`src/rtl/xnor_decode_sequencer.sv`:
```
// xnor_decode_sequencer
// Frame controller around a two-register XNOR transition decoder.
// A parallel word is accepted in IDLE, shifted MSB-first through the
// decoder (Q0 = history, Q1 = decoded bit), the decoded bits are collected
// into an accumulator, and the finished word is offered on a valid/ready
// output port until the consumer takes it.
module xnor_decode_sequencer #(
  parameter int   WIDTH = 8,
  parameter logic SEED  = 1'b1
) (
  input  logic             clk,
  input  logic             rst,
  input  logic [WIDTH-1:0] in_data,
  input  logic             in_valid,
  output logic             in_ready,
  output logic [WIDTH-1:0] out_data,
  output logic             out_valid,
  input  logic             out_ready,
  output logic             busy,
  output logic             ser_din
);

  // Counter must be able to hold WIDTH-1 for every legal WIDTH (2..32).
  localparam int                CNT_W    = $clog2(WIDTH + 1);
  localparam logic [CNT_W-1:0]  LAST_CNT = CNT_W'(WIDTH - 1);

  typedef enum logic [1:0] {
    IDLE  = 2'd0,
    SHIFT = 2'd1,
    DRAIN = 2'd2,
    HOLD  = 2'd3
  } state_t;

  state_t           state_r;
  state_t           state_s;
  logic [WIDTH-1:0] shift_r;
  logic [WIDTH-1:0] acc_r;
  logic [WIDTH-1:0] out_data_r;
  logic [CNT_W-1:0] cnt_r;
  logic             q0_r;
  logic             q1_r;

  logic             in_ready_s;
  logic             out_valid_s;
  logic             busy_s;
  logic             ser_din_s;

  // FSM state register; reset always wins over any handshake.
  always_ff @(posedge clk) begin
    if (rst) begin
      state_r <= IDLE;
    end else begin
      state_r <= state_s;
    end
  end

  // Next-state decode from the current state and the two handshake inputs.
  always_comb begin
    state_s = state_r;
    case (state_r)
      IDLE: begin
        if (in_valid) begin
          state_s = SHIFT;
        end else begin
          state_s = IDLE;
        end
      end
      SHIFT: begin
        // The edge taken while the counter holds WIDTH-1 is the last shift.
        if (cnt_r == LAST_CNT) begin
          state_s = DRAIN;
        end else begin
          state_s = SHIFT;
        end
      end
      DRAIN: begin
        state_s = HOLD;
      end
      HOLD: begin
        if (out_ready) begin
          state_s = IDLE;
        end else begin
          state_s = HOLD;
        end
      end
      default: begin
        state_s = IDLE;
      end
    endcase
  end

  // Port outputs decoded purely from state (plus the shift register MSB),
  // so no combinational path exists from in_valid/out_ready to an output.
  always_comb begin
    in_ready_s  = 1'b0;
    out_valid_s = 1'b0;
    busy_s      = 1'b0;
    ser_din_s   = 1'b0;
    case (state_r)
      IDLE: begin
        in_ready_s = 1'b1;
      end
      SHIFT: begin
        busy_s    = 1'b1;
        ser_din_s = shift_r[WIDTH-1];
      end
      DRAIN: begin
        busy_s = 1'b1;
      end
      HOLD: begin
        out_valid_s = 1'b1;
      end
      default: begin
        in_ready_s = 1'b0;
      end
    endcase
  end

  // Datapath: frame load, serial decode, bit collection and result capture.
  always_ff @(posedge clk) begin
    if (rst) begin
      shift_r    <= {WIDTH{1'b0}};
      acc_r      <= {WIDTH{1'b0}};
      out_data_r <= {WIDTH{1'b0}};
      cnt_r      <= {CNT_W{1'b0}};
      q0_r       <= 1'b0;
      q1_r       <= 1'b0;
    end else begin
      case (state_r)
        IDLE: begin
          if (in_valid) begin
            shift_r <= in_data;
            q0_r    <= SEED;
            cnt_r   <= {CNT_W{1'b0}};
            acc_r   <= {WIDTH{1'b0}};
          end
        end
        SHIFT: begin
          shift_r <= {shift_r[WIDTH-2:0], 1'b0};
          q1_r    <= ~(q0_r ^ shift_r[WIDTH-1]);
          q0_r    <= shift_r[WIDTH-1];
          cnt_r   <= cnt_r + CNT_W'(1);
          // Q1 only holds a real decoded bit after the first shift edge.
          if (cnt_r != {CNT_W{1'b0}}) begin
            acc_r <= {acc_r[WIDTH-2:0], q1_r};
          end
        end
        DRAIN: begin
          // Decoder registers hold; fold in the last decoded bit.
          acc_r      <= {acc_r[WIDTH-2:0], q1_r};
          out_data_r <= {acc_r[WIDTH-2:0], q1_r};
        end
        HOLD: begin
          shift_r <= shift_r;
        end
        default: begin
          shift_r <= shift_r;
        end
      endcase
    end
  end

  assign in_ready  = in_ready_s;
  assign out_valid = out_valid_s;
  assign busy      = busy_s;
  assign ser_din   = ser_din_s;
  assign out_data  = out_data_r;

endmodule

```
`config.mk`:
```
export PLATFORM = sky130hd
export DESIGN_NAME = xnor_decode_sequencer
export DESIGN_NICKNAME = d
export VERILOG_FILES = /design/src/rtl/xnor_decode_sequencer.sv
export SDC_FILE = /design/constraint.sdc
export NUM_CORES = 1
export LEC_CHECK = 0
export CORE_MARGIN = 2
export CORE_UTILIZATION = 44
export CTS_BUF_LIST = sky130_fd_sc_hd__clkbuf_4 sky130_fd_sc_hd__clkbuf_8
export DETAILED_ROUTE_END_ITERATION = 8
export GPL_TIMING_DRIVEN = 1
export PLACE_DENSITY = 0.65
export SYNTH_ARGS = -nofsm -noshare
export SYNTH_HDL_FRONTEND = slang
export SYNTH_SLANG_ARGS = --single-unit
```
`constraint.sdc`:
```
create_clock -name clk -period 1.9 [get_ports clk]
set_input_delay 0.285 -clock clk [delete_from_list [all_inputs] [get_ports clk]]
set_output_delay 0.285 -clock clk [all_outputs]
set_load 0.005 [all_outputs]
```
==> results.json, run 1 <==
{
  "whs_ps": 470.2,
  "cts.path.max_buffers": 2,
  "grt_antenna_before_repair": 0,
  "syn_nets": 169,
  "ys.warnings.count": 0,
  "io_buffers": 23,
  "clock_sinks": 31,
  "drt_iter0_drc": 59,
  "fmax_ghz": 0.5462,
  "setup_viol": 0,
  "ys.flop_type": "dfxtp_1",
  "grt_pass1_vias": 1163,
  "peakVddDrop_v": 0.0004068,
  "cts_hold_buf": 0,
  "slew-limit-headroom": 0.6257,
  "initial_utilization": 0.4565,
  "timing.final.crit_share": 0.9635,
  "outcome": "completed",
  "rsz0062_at_grt": "false",
  "clkPwrFrac": 0.376,
  "drcViolationCount": 0,
  "fin_tns_setup_ps": 0,
  "design_power_total_mw": 1.446,
  "crit_arrival_ps": 1550,
  "fin_crit_ps": 1831,
  "pwr-share-comb": 0.144,
  "firstDrtPassIters": 4,
  "fp.dieW_um": 62.61,
  "area_growth_pct": 26.66,
  "cts_inserted_buffers": 5,
  "ys_seq_area_frac": 0.4106,
  "rows": 21,
  "pre_cts_slack_ps": 123.3,
  "drtAntennaViolNets": 0,
  "syn_area_per_cell_um2": 10.14,
  "grt_max_degree": 24,
  "synth_edf_count": 0,
  "h-tree-depth": 2,
  "holdCritPathClass": "flop to flop",
  "power.internal_mw": 1.090,
  "vias_per_cell": 5.431,
  "async_flop_share": 0,
  "io_pins": 24,
  "grt_overflow": 0,
  "clock_skew_ps": 6.716,
  "synth_seq_cells": 31,
  "hpwl_um": 2170,
  "fin_util": 0.5782,
  "seqPwrFrac": 0.480,
  "switching_share": 0.2462,
  "cellLeakagePower_nw": 0.7074,
  "worstSetupEndpointType": "output port",
  "diodes": 0,
  "coreArea_um2": 3311,
  "criticalPathCategory": "flop to output port",
  "die_h_um": 62.61,
  "maxCapViolCount": 0,
  "p_per_area_nw_per_um2": 755.2,
  "routedWlPerCell_um": 13.65,
  "cp_max_fo": 3,
  "synth_cells": 149,
  "vias": 1222,
  "required_ps": 1620,
  "fill_cells": 315,
  "drive_above_1_share": 0.1788,
  "slew_viol_final": 0,
  "drt_wl_total_um": 3071,
  "final-hold-violation-count": 0,
  "tightest_slew_ps": 561.5,
  "dieArea_um2": 3920,
  "grt_pass1_wl_um": 5195,
  "routabilityCongestion": 0.7522,
  "start_kind": "flop",
  "clkTransAtPathRegs_ps": 100,
  "syn_area_um2": 1511,
  "setup_ws_ps": 69.29,
  "cts_tree": "yes",
  "clock_latency_ps": 330,
  "layout.nets": 198,
  "ctsRootBufferMaster": "clkbuf_4",
  "yosysUniqueCellTypes": 39,
  "grt_use_total": 0.1721,
  "switchingPower_mw": 0.3559
}
-- final cells by class --
class / count / area, µm² / area share
clock buffer: 6 / 51.30 / 0.02680
timing repair buffer: 32 / 296.5 / 0.1549
tap: 46 / 57.56 / 0.03007
sequential: 31 / 625.6 / 0.3268
clock inverter: 2 / 35.03 / 0.01830
inverter: 5 / 18.77 / 0.009804
multi-input combinational: 103 / 829.5 / 0.4333
-- kinds of logic after synthesis --
logic type | share of synthesized area
AO/OA/AOI/OAI | 0.1589
buffers and inverters | 0.05711
adder cells (fa/ha/maj) | 0.06623
multiplexers | 0.1225
AND/OR/NAND/NOR | 0.1788
flip-flops | 0.4106
XOR/XNOR | 0.005796
-- critical path, stage by stage, from the launching register on --
cell             delay (ps)
dfxtp_2                 340
inv_2                   100
ha_4                    150
and2_1                  130
clkdlybuf4s50_1         500
-- per-layer routing --
layer  up-vias  GRT usage  wire length [µm]
li1        613          -                 -
met1       576     0.1867              1353
met2        27     0.2944              1503
met3         6    0.05946               147
met4         0    0.09167                67
met5         -          0                 0
-- metrics by stage --
| step | std cells | area, µm² |
|---|---|---|
| after detailed placement | 214 | 1777 |
| after CTS | 223 | 1889 |
| final | 225 | 1914 |
| after global placement | 214 | 1777 |
| after global routing | 225 | 1914 |
| after floorplan | 149 | 1511 |
-- cell usage after synthesis (all sizes together) (4+ instances only) --
cell	instances	share of area
o41ai	7	0.041
inv	5	0.012
nand3	8	0.026
buf	7	0.037
ha	8	0.066
dfxtp	31	0.41
o311ai	7	0.041
a211oi	7	0.041
mux2i	17	0.11
nor3	4	0.017
nor2	18	0.048
-- worst paths after layout --
path,end,cells after the start,slack [ps],from
worst min register to register,shift_r[0],2,470,shift_r[0]
worst max register to register,acc_r[3],6,170,state_r[0]
worst max-delay path,ser_din,4,70,state_r[1]
worst min-delay path,shift_r[0],2,470,shift_r[0]
-- power by group through the flow --
stage	registers (mW)	logic, mW	clock network, mW
6_report	0.694	0.208	0.544
4_1_cts	0.694	0.200	0.554
2_1_floorplan	0.704	0.138	0
3_3_place_gp	0.707	0.189	0
5_1_grt	0.698	0.229	0.592
3_5_place_dp	0.709	0.196	0
-- registers in the layout (all words and copies together) (netlist names) --
register,count
out_data,8
shift_r,8
acc_r,7
cnt_r,4
state_r,2
q0_r,1
q1_r,1
-- cell usage in the layout, fill, tap and decap left out, types with 2 or more instances in the layout --
master,synthesis,routed
nor3_1,3,3
nand4b_1,2,2
nand2_1,3,3
mux2i_1,17,17
inv_1,4,3
dfxtp_1,31,29
o311ai_1,3,3
nand2b_1,2,2
a211oi_1,5,5
o41ai_1,7,7
nor2_2,2,2
nand3_1,8,8
ha_4,0,2
nor2_1,16,16
and3_1,2,2
a211oi_2,2,2
inv_2,1,2
a21oi_1,3,3
clkbuf_4,0,5
buf_4,1,9
clkdlybuf4s50_1,0,22
ha_1,8,6
o311ai_0,4,4
-- repair_timing --
item,CTS,global route
gates cloned,0,0
setup buffers,2,2
pin swaps,0,0
resized for setup,8,1
setup endpoints to repair,3,3
No activity file was read; power rests on OpenSTA's default activity.
==> inputs of run 2 (changes only) <==
Settings changed: CELL_PAD_IN_SITES_DETAIL_PLACEMENT set to 0, CELL_PAD_IN_SITES_GLOBAL_PLACEMENT set to 2, CORE_UTILIZATION 44 to 35, HOLD_SLACK_MARGIN set to 0.15, PLACE_DENSITY 0.65 to 0.79.
==> run 2 against run 1 <==
Compared with the run above:
- die area up 24%
- sequential power about the same
- count of clock-buffer cells in the layout is 1 higher
- clock power down 2%
- final area decreased by 0.59%
- critical path depth is 1 lower
- register-to-register slack better by 20 ps
- non-clock buffer count stayed put
- cell count up 1.8%
- first-iteration DRC count is 76% higher
- total power fell by 1.0%
- critical endpoint is now busy
- largest cell class unchanged
- highest routed layer unchanged
==> results.json, run 2 (synthesized netlist as in run 1, its figures left out) <==
{
  "cts_hold_buf": 0,
  "fill_cells": 412,
  "cts.path.max_buffers": 2,
  "drt_iter0_drc": 104,
  "rows": 23,
  "design_area_um2": 1903,
  "critPathBufInv": 2,
  "grt_antenna_before_repair": 0,
  "timing.final.crit_share": 0.9746,
  "ctsRootBufferMaster": "clkbuf_8",
  "slew-limit-headroom": 0.5531,
  "final_common_cell": "dfxtp_1",
  "wl_met3_um": 138,
  "wl_met1_um": 1399,
  "final-hold-violation-count": 0,
  "p_per_area_nw_per_um2": 751.8,
  "fin_tns_setup_ps": 0,
  "whs_ps": 463.9,
  "initial_utilization": 0.3699,
  "slew_viol_final": 0,
  "grt_pass1_wl_um": 5361,
  "vias_per_cell": 5.210,
  "design_power_total_mw": 1.431,
  "h-tree-depth": 2,
  "holdCritPathClass": "flop to flop",
  "drt_wl_total_um": 3127,
  "drtAntennaViolNets": 0,
  "clock_latency_ps": 290,
  "maxCapViolCount": 0,
  "grt_use_total": 0.1412,
  "tightest_slew_ps": 669.4,
  "grt_max_degree": 24,
  "start_kind": "flop",
  "die_h_um": 69.72,
  "grt_pass1_vias": 1100,
  "vias": 1193,
  "cellLeakagePower_nw": 0.6994,
  "io_pins": 24,
  "criticalPathCategory": "flop to output port",
  "routedWlPerCell_um": 13.66,
  "top_layer_used": "met4",
  "crit_family": "buffers and inverters",
  "cts_inserted_buffers": 5,
  "dieArea_um2": 4860,
  "fin_crit_ps": 1852,
  "dr_wl_met2_um": 1526,
  "peakVddDrop_v": 0.0003084,
  "outcome": "completed",
  "crit_slowest_cell": "clkdlybuf4s50_1",
  "grt_overflow": 0,
  "coreArea_um2": 4086,
  "fin_util": 0.4657,
  "clkTransAtPathRegs_ps": 70,
  "clock_skew_ps": 5.813,
  "cts_tree": "yes",
  "cp_max_fo": 5,
  "setup_viol": 0,
  "critical-path-max-stage-delay_ps": 510,
  "required_ps": 1620,
  "cp_cell_sequence": "inv_1 > ha_2 > clkdlybuf4s50_1",
  "io_buffers": 23,
  "area_growth_pct": 25.91,
  "layout.nets": 198,
  "fmax_ghz": 0.5400,
  "crit_arrival_ps": 1570,
  "drive_above_1_share": 0.1732,
  "diodes": 0,
  "layoutNonFillerInstCount": 229,
  "clock_sinks": 31,
  "pre_cts_slack_ps": 159.8,
  "routabilityCongestion": 0.7456,
  "dpl_cell_area_um2": 1797,
  "fp.dieW_um": 69.72,
  "drcViolationCount": 0,
  "worstSetupEndpointType": "output port",
  "setup_ws_ps": 48.21,
  "dp.cells": 220,
  "firstDrtPassIters": 4,
  "final_cell_mix": "dfxtp_1, clkdlybuf4s50_1, mux2i_1",
  "rsz0062_at_grt": "false",
  "hpwl_um": 2191
}
## run 2: cell types whose count changed in the layout (fill, tap and decap cells not counted), sizes merged
cell	previous run	this run
bufinv	1	0
clkbuf	6	7
clkdlybuf4s50	22	23
dlygate4sd2	1	0
## run 2: layout make-up
| type | instances | area (µm²) | area share |
|---|---|---|---|
| clock inverters | 1 | 5.005 | 0.002630 |
| flip-flops and latches | 31 | 625.6 | 0.3287 |
| inverters | 5 | 18.77 | 0.009862 |
| clock buffers | 7 | 83.83 | 0.04405 |
| repair buffers | 32 | 297.8 | 0.1565 |
| well taps | 50 | 62.56 | 0.03287 |
| multi-input cells | 103 | 809.5 | 0.4254 |
## run 2: layer usage
layer  vias up  global-route usage
met4         0             0.07051
met1       555              0.1679
met5         -                   0
met2        22              0.2254
li1        608                   -
met3         8             0.04942
## run 2: report_power, final
group          internal (mW)  switching [mW]
logic                  0.101           0.100
clock network          0.285           0.250
registers              0.676          0.0187
## run 2: worst reg2reg max path: cells and delay by family, from the launching register on
| kind | cells | cell delay, ps |
|---|---|---|
| and+or+nand+nor | 1 | 610 |
| DFF | 1 | 320 |
| AOI/OAI and AO/OA | 2 | 310 |
| adders and majority gates | 1 | 280 |
| buffers and inverters | 1 | 90 |
## run 2: what timing repair did
action,CTS,global route
setup endpoints to repair,2,4
resized for setup,2,3
buffers inserted,0,1
pin swaps,0,0
## run 2: final timing paths
kind | startpoint | to | slack (ps) | cells after the start
hold / removal | shift_r[0] | shift_r[0] | 460 | 2
hold reg to reg | shift_r[0] | shift_r[0] | 460 | 2
setup reg to reg | state_r[1] | acc_r[2] | 190 | 5
setup / recovery | state_r[0] | busy | 50 | 3
==> inputs of run 3 (changes only) <==
Settings changed: PLACE_DENSITY 0.79 to not set, PLACE_DENSITY_LB_ADDON set to 0.1.
==> run 3 against run 2 <==
Compared with the run above:
- maximum frequency increased by 1.1%
- clock skew increased by 2.9 ps
- clock power increased by 26%
- global-route usage increased by 0.29 points
- wire length increased by 3.5%
==> results.json, run 3 (synthesized netlist as in run 1, its figures left out) <==
{
  "outcome": "completed",
  "grt_max_degree": 24,
  "top_layer_used": "met4",
  "dieArea_um2": 4860,
  "diodes": 0,
  "ctsRootBufferMaster": "clkbuf_8",
  "switching_share": 0.2383,
  "whs_ps": 465.0,
  "initial_utilization": 0.3699,
  "ff2ff_path_depth": 6,
  "h-tree-depth": 2,
  "holdCritPathClass": "flop to flop",
  "final_cell_mix": "dfxtp_1, clkdlybuf4s50_1, mux2i_1",
  "clock_sinks": 31,
  "criticalPathCategory": "flop to output port",
  "grt_overflow": 0,
  "required_ps": 1620,
  "clkPwrFrac": 0.427,
  "peakVddDrop_v": 0.0003220,
  "routabilityCongestion": 0.7169,
  "io_buffers": 23,
  "drt_wl_total_um": 3237,
  "coreArea_um2": 4086,
  "switchingPower_mw": 0.3777,
  "io_pins": 24,
  "cts_tree": "yes",
  "rows": 23,
  "start_kind": "flop",
  "p_per_area_nw_per_um2": 814.8,
  "timing.final.crit_share": 0.9637,
  "wl_met1_um": 1615,
  "drive_above_1_share": 0.1695,
  "grt_antenna_before_repair": 0,
  "drt_iter0_drc": 43,
  "worstSetupEndpointType": "output port",
  "cellLeakagePower_nw": 0.7079,
  "grt_use_total": 0.1440,
  "grt_pass1_vias": 1102,
  "vias_per_cell": 5.352,
  "drtAntennaViolNets": 0,
  "clock_latency_ps": 290,
  "min_path_cells": 2,
  "power.internal_mw": 1.208,
  "setup_ws_ps": 68.92,
  "cts.path.max_buffers": 2,
  "final-hold-violation-count": 0,
  "tightest_slew_ps": 613.5,
  "dr_wl_met2_um": 1433,
  "slew-limit-headroom": 0.5910,
  "crit_arrival_ps": 1550,
  "final_common_cell": "dfxtp_1",
  "pre_cts_slack_ps": 31.72,
  "wl_met3_um": 135,
  "grt_pass1_wl_um": 5368,
  "setup_viol": 0,
  "fp.dieW_um": 69.72,
  "fmax_ghz": 0.5461,
  "vias": 1215,
  "multiInputGateArea_um2": 829.5,
  "maxCapViolCount": 0,
  "layout.nets": 196,
  "firstDrtPassIters": 4,
  "layoutNonFillerInstCount": 227,
  "cp_max_fo": 5,
  "cts_hold_buf": 0,
  "fill_cells": 396,
  "seqPwrFrac": 0.439,
  "clkTransAtPathRegs_ps": 60,
  "clock_skew_ps": 8.713,
  "pwr-share-comb": 0.134,
  "slew_viol_final": 0,
  "dp.cells": 218,
  "design_power_total_mw": 1.585,
  "fin_crit_ps": 1831,
  "seq_area_um2": 621.8,
  "routedWlPerCell_um": 14.26,
  "area_growth_pct": 28.73,
  "cts_inserted_buffers": 5,
  "hpwl_um": 2248,
  "drcViolationCount": 0,
  "fin_tns_setup_ps": 0,
  "die_h_um": 69.72
}
==> run 3: repair_timing <==
item | in CTS | in global routing
resized for setup | 2 | 5
setup buffers | 0 | 1
setup endpoints to repair | 3 | 10
==> run 3: stage by stage <==
step                      cell area [µm²]  utilization
after floorplan                      1511            -
after global placement               1782       0.4360
after detailed placement             1782       0.4360
after CTS                            1903       0.4657
after global routing                 1946       0.4761
final                                1946       0.4761
==> run 3: worst paths after layout <==
kind | start | end | slack [ps]
worst max-delay path | state_r[1] | in_ready | 70
worst min-delay path | shift_r[0] | shift_r[0] | 460
worst max register to register | state_r[1] | acc_r[4] | 190
worst min register to register | shift_r[0] | shift_r[0] | 460
==> run 3: cell type report <==
| type | instances | area share |
|---|---|---|
| multi-input cells | 103 | 0.4264 |
| flip-flops and latches | 31 | 0.3196 |
| repair buffers | 30 | 0.1518 |
| clock buffers | 6 | 0.04244 |
| well taps | 50 | 0.03215 |
| clock inverters | 2 | 0.01801 |
| inverters | 5 | 0.009646 |
==> run 3: metal layers <==
layer | GRT usage | vias up
li1 | - | 607
met1 | 0.1998 | 578
met2 | 0.1955 | 24
met3 | 0.05233 | 6
met4 | 0.07051 | 0
met5 | 0 | -
==> run 3: worst max-delay path: stages (launching register included) <==
cell	delay, ps
dfxtp_1	340
inv_2	120
ha_4	150
buf_4	140
clkdlybuf4s50_1	510
==> run 3: power groups by stage <==
stage | clock network (mW) | registers, mW | logic (mW)
2_1_floorplan | 0 | 0.704 | 0.138
3_3_place_gp | 0 | 0.708 | 0.195
3_5_place_dp | 0 | 0.709 | 0.198
4_1_cts | 0.700 | 0.695 | 0.200
5_1_grt | 0.743 | 0.699 | 0.234
6_report | 0.676 | 0.696 | 0.213
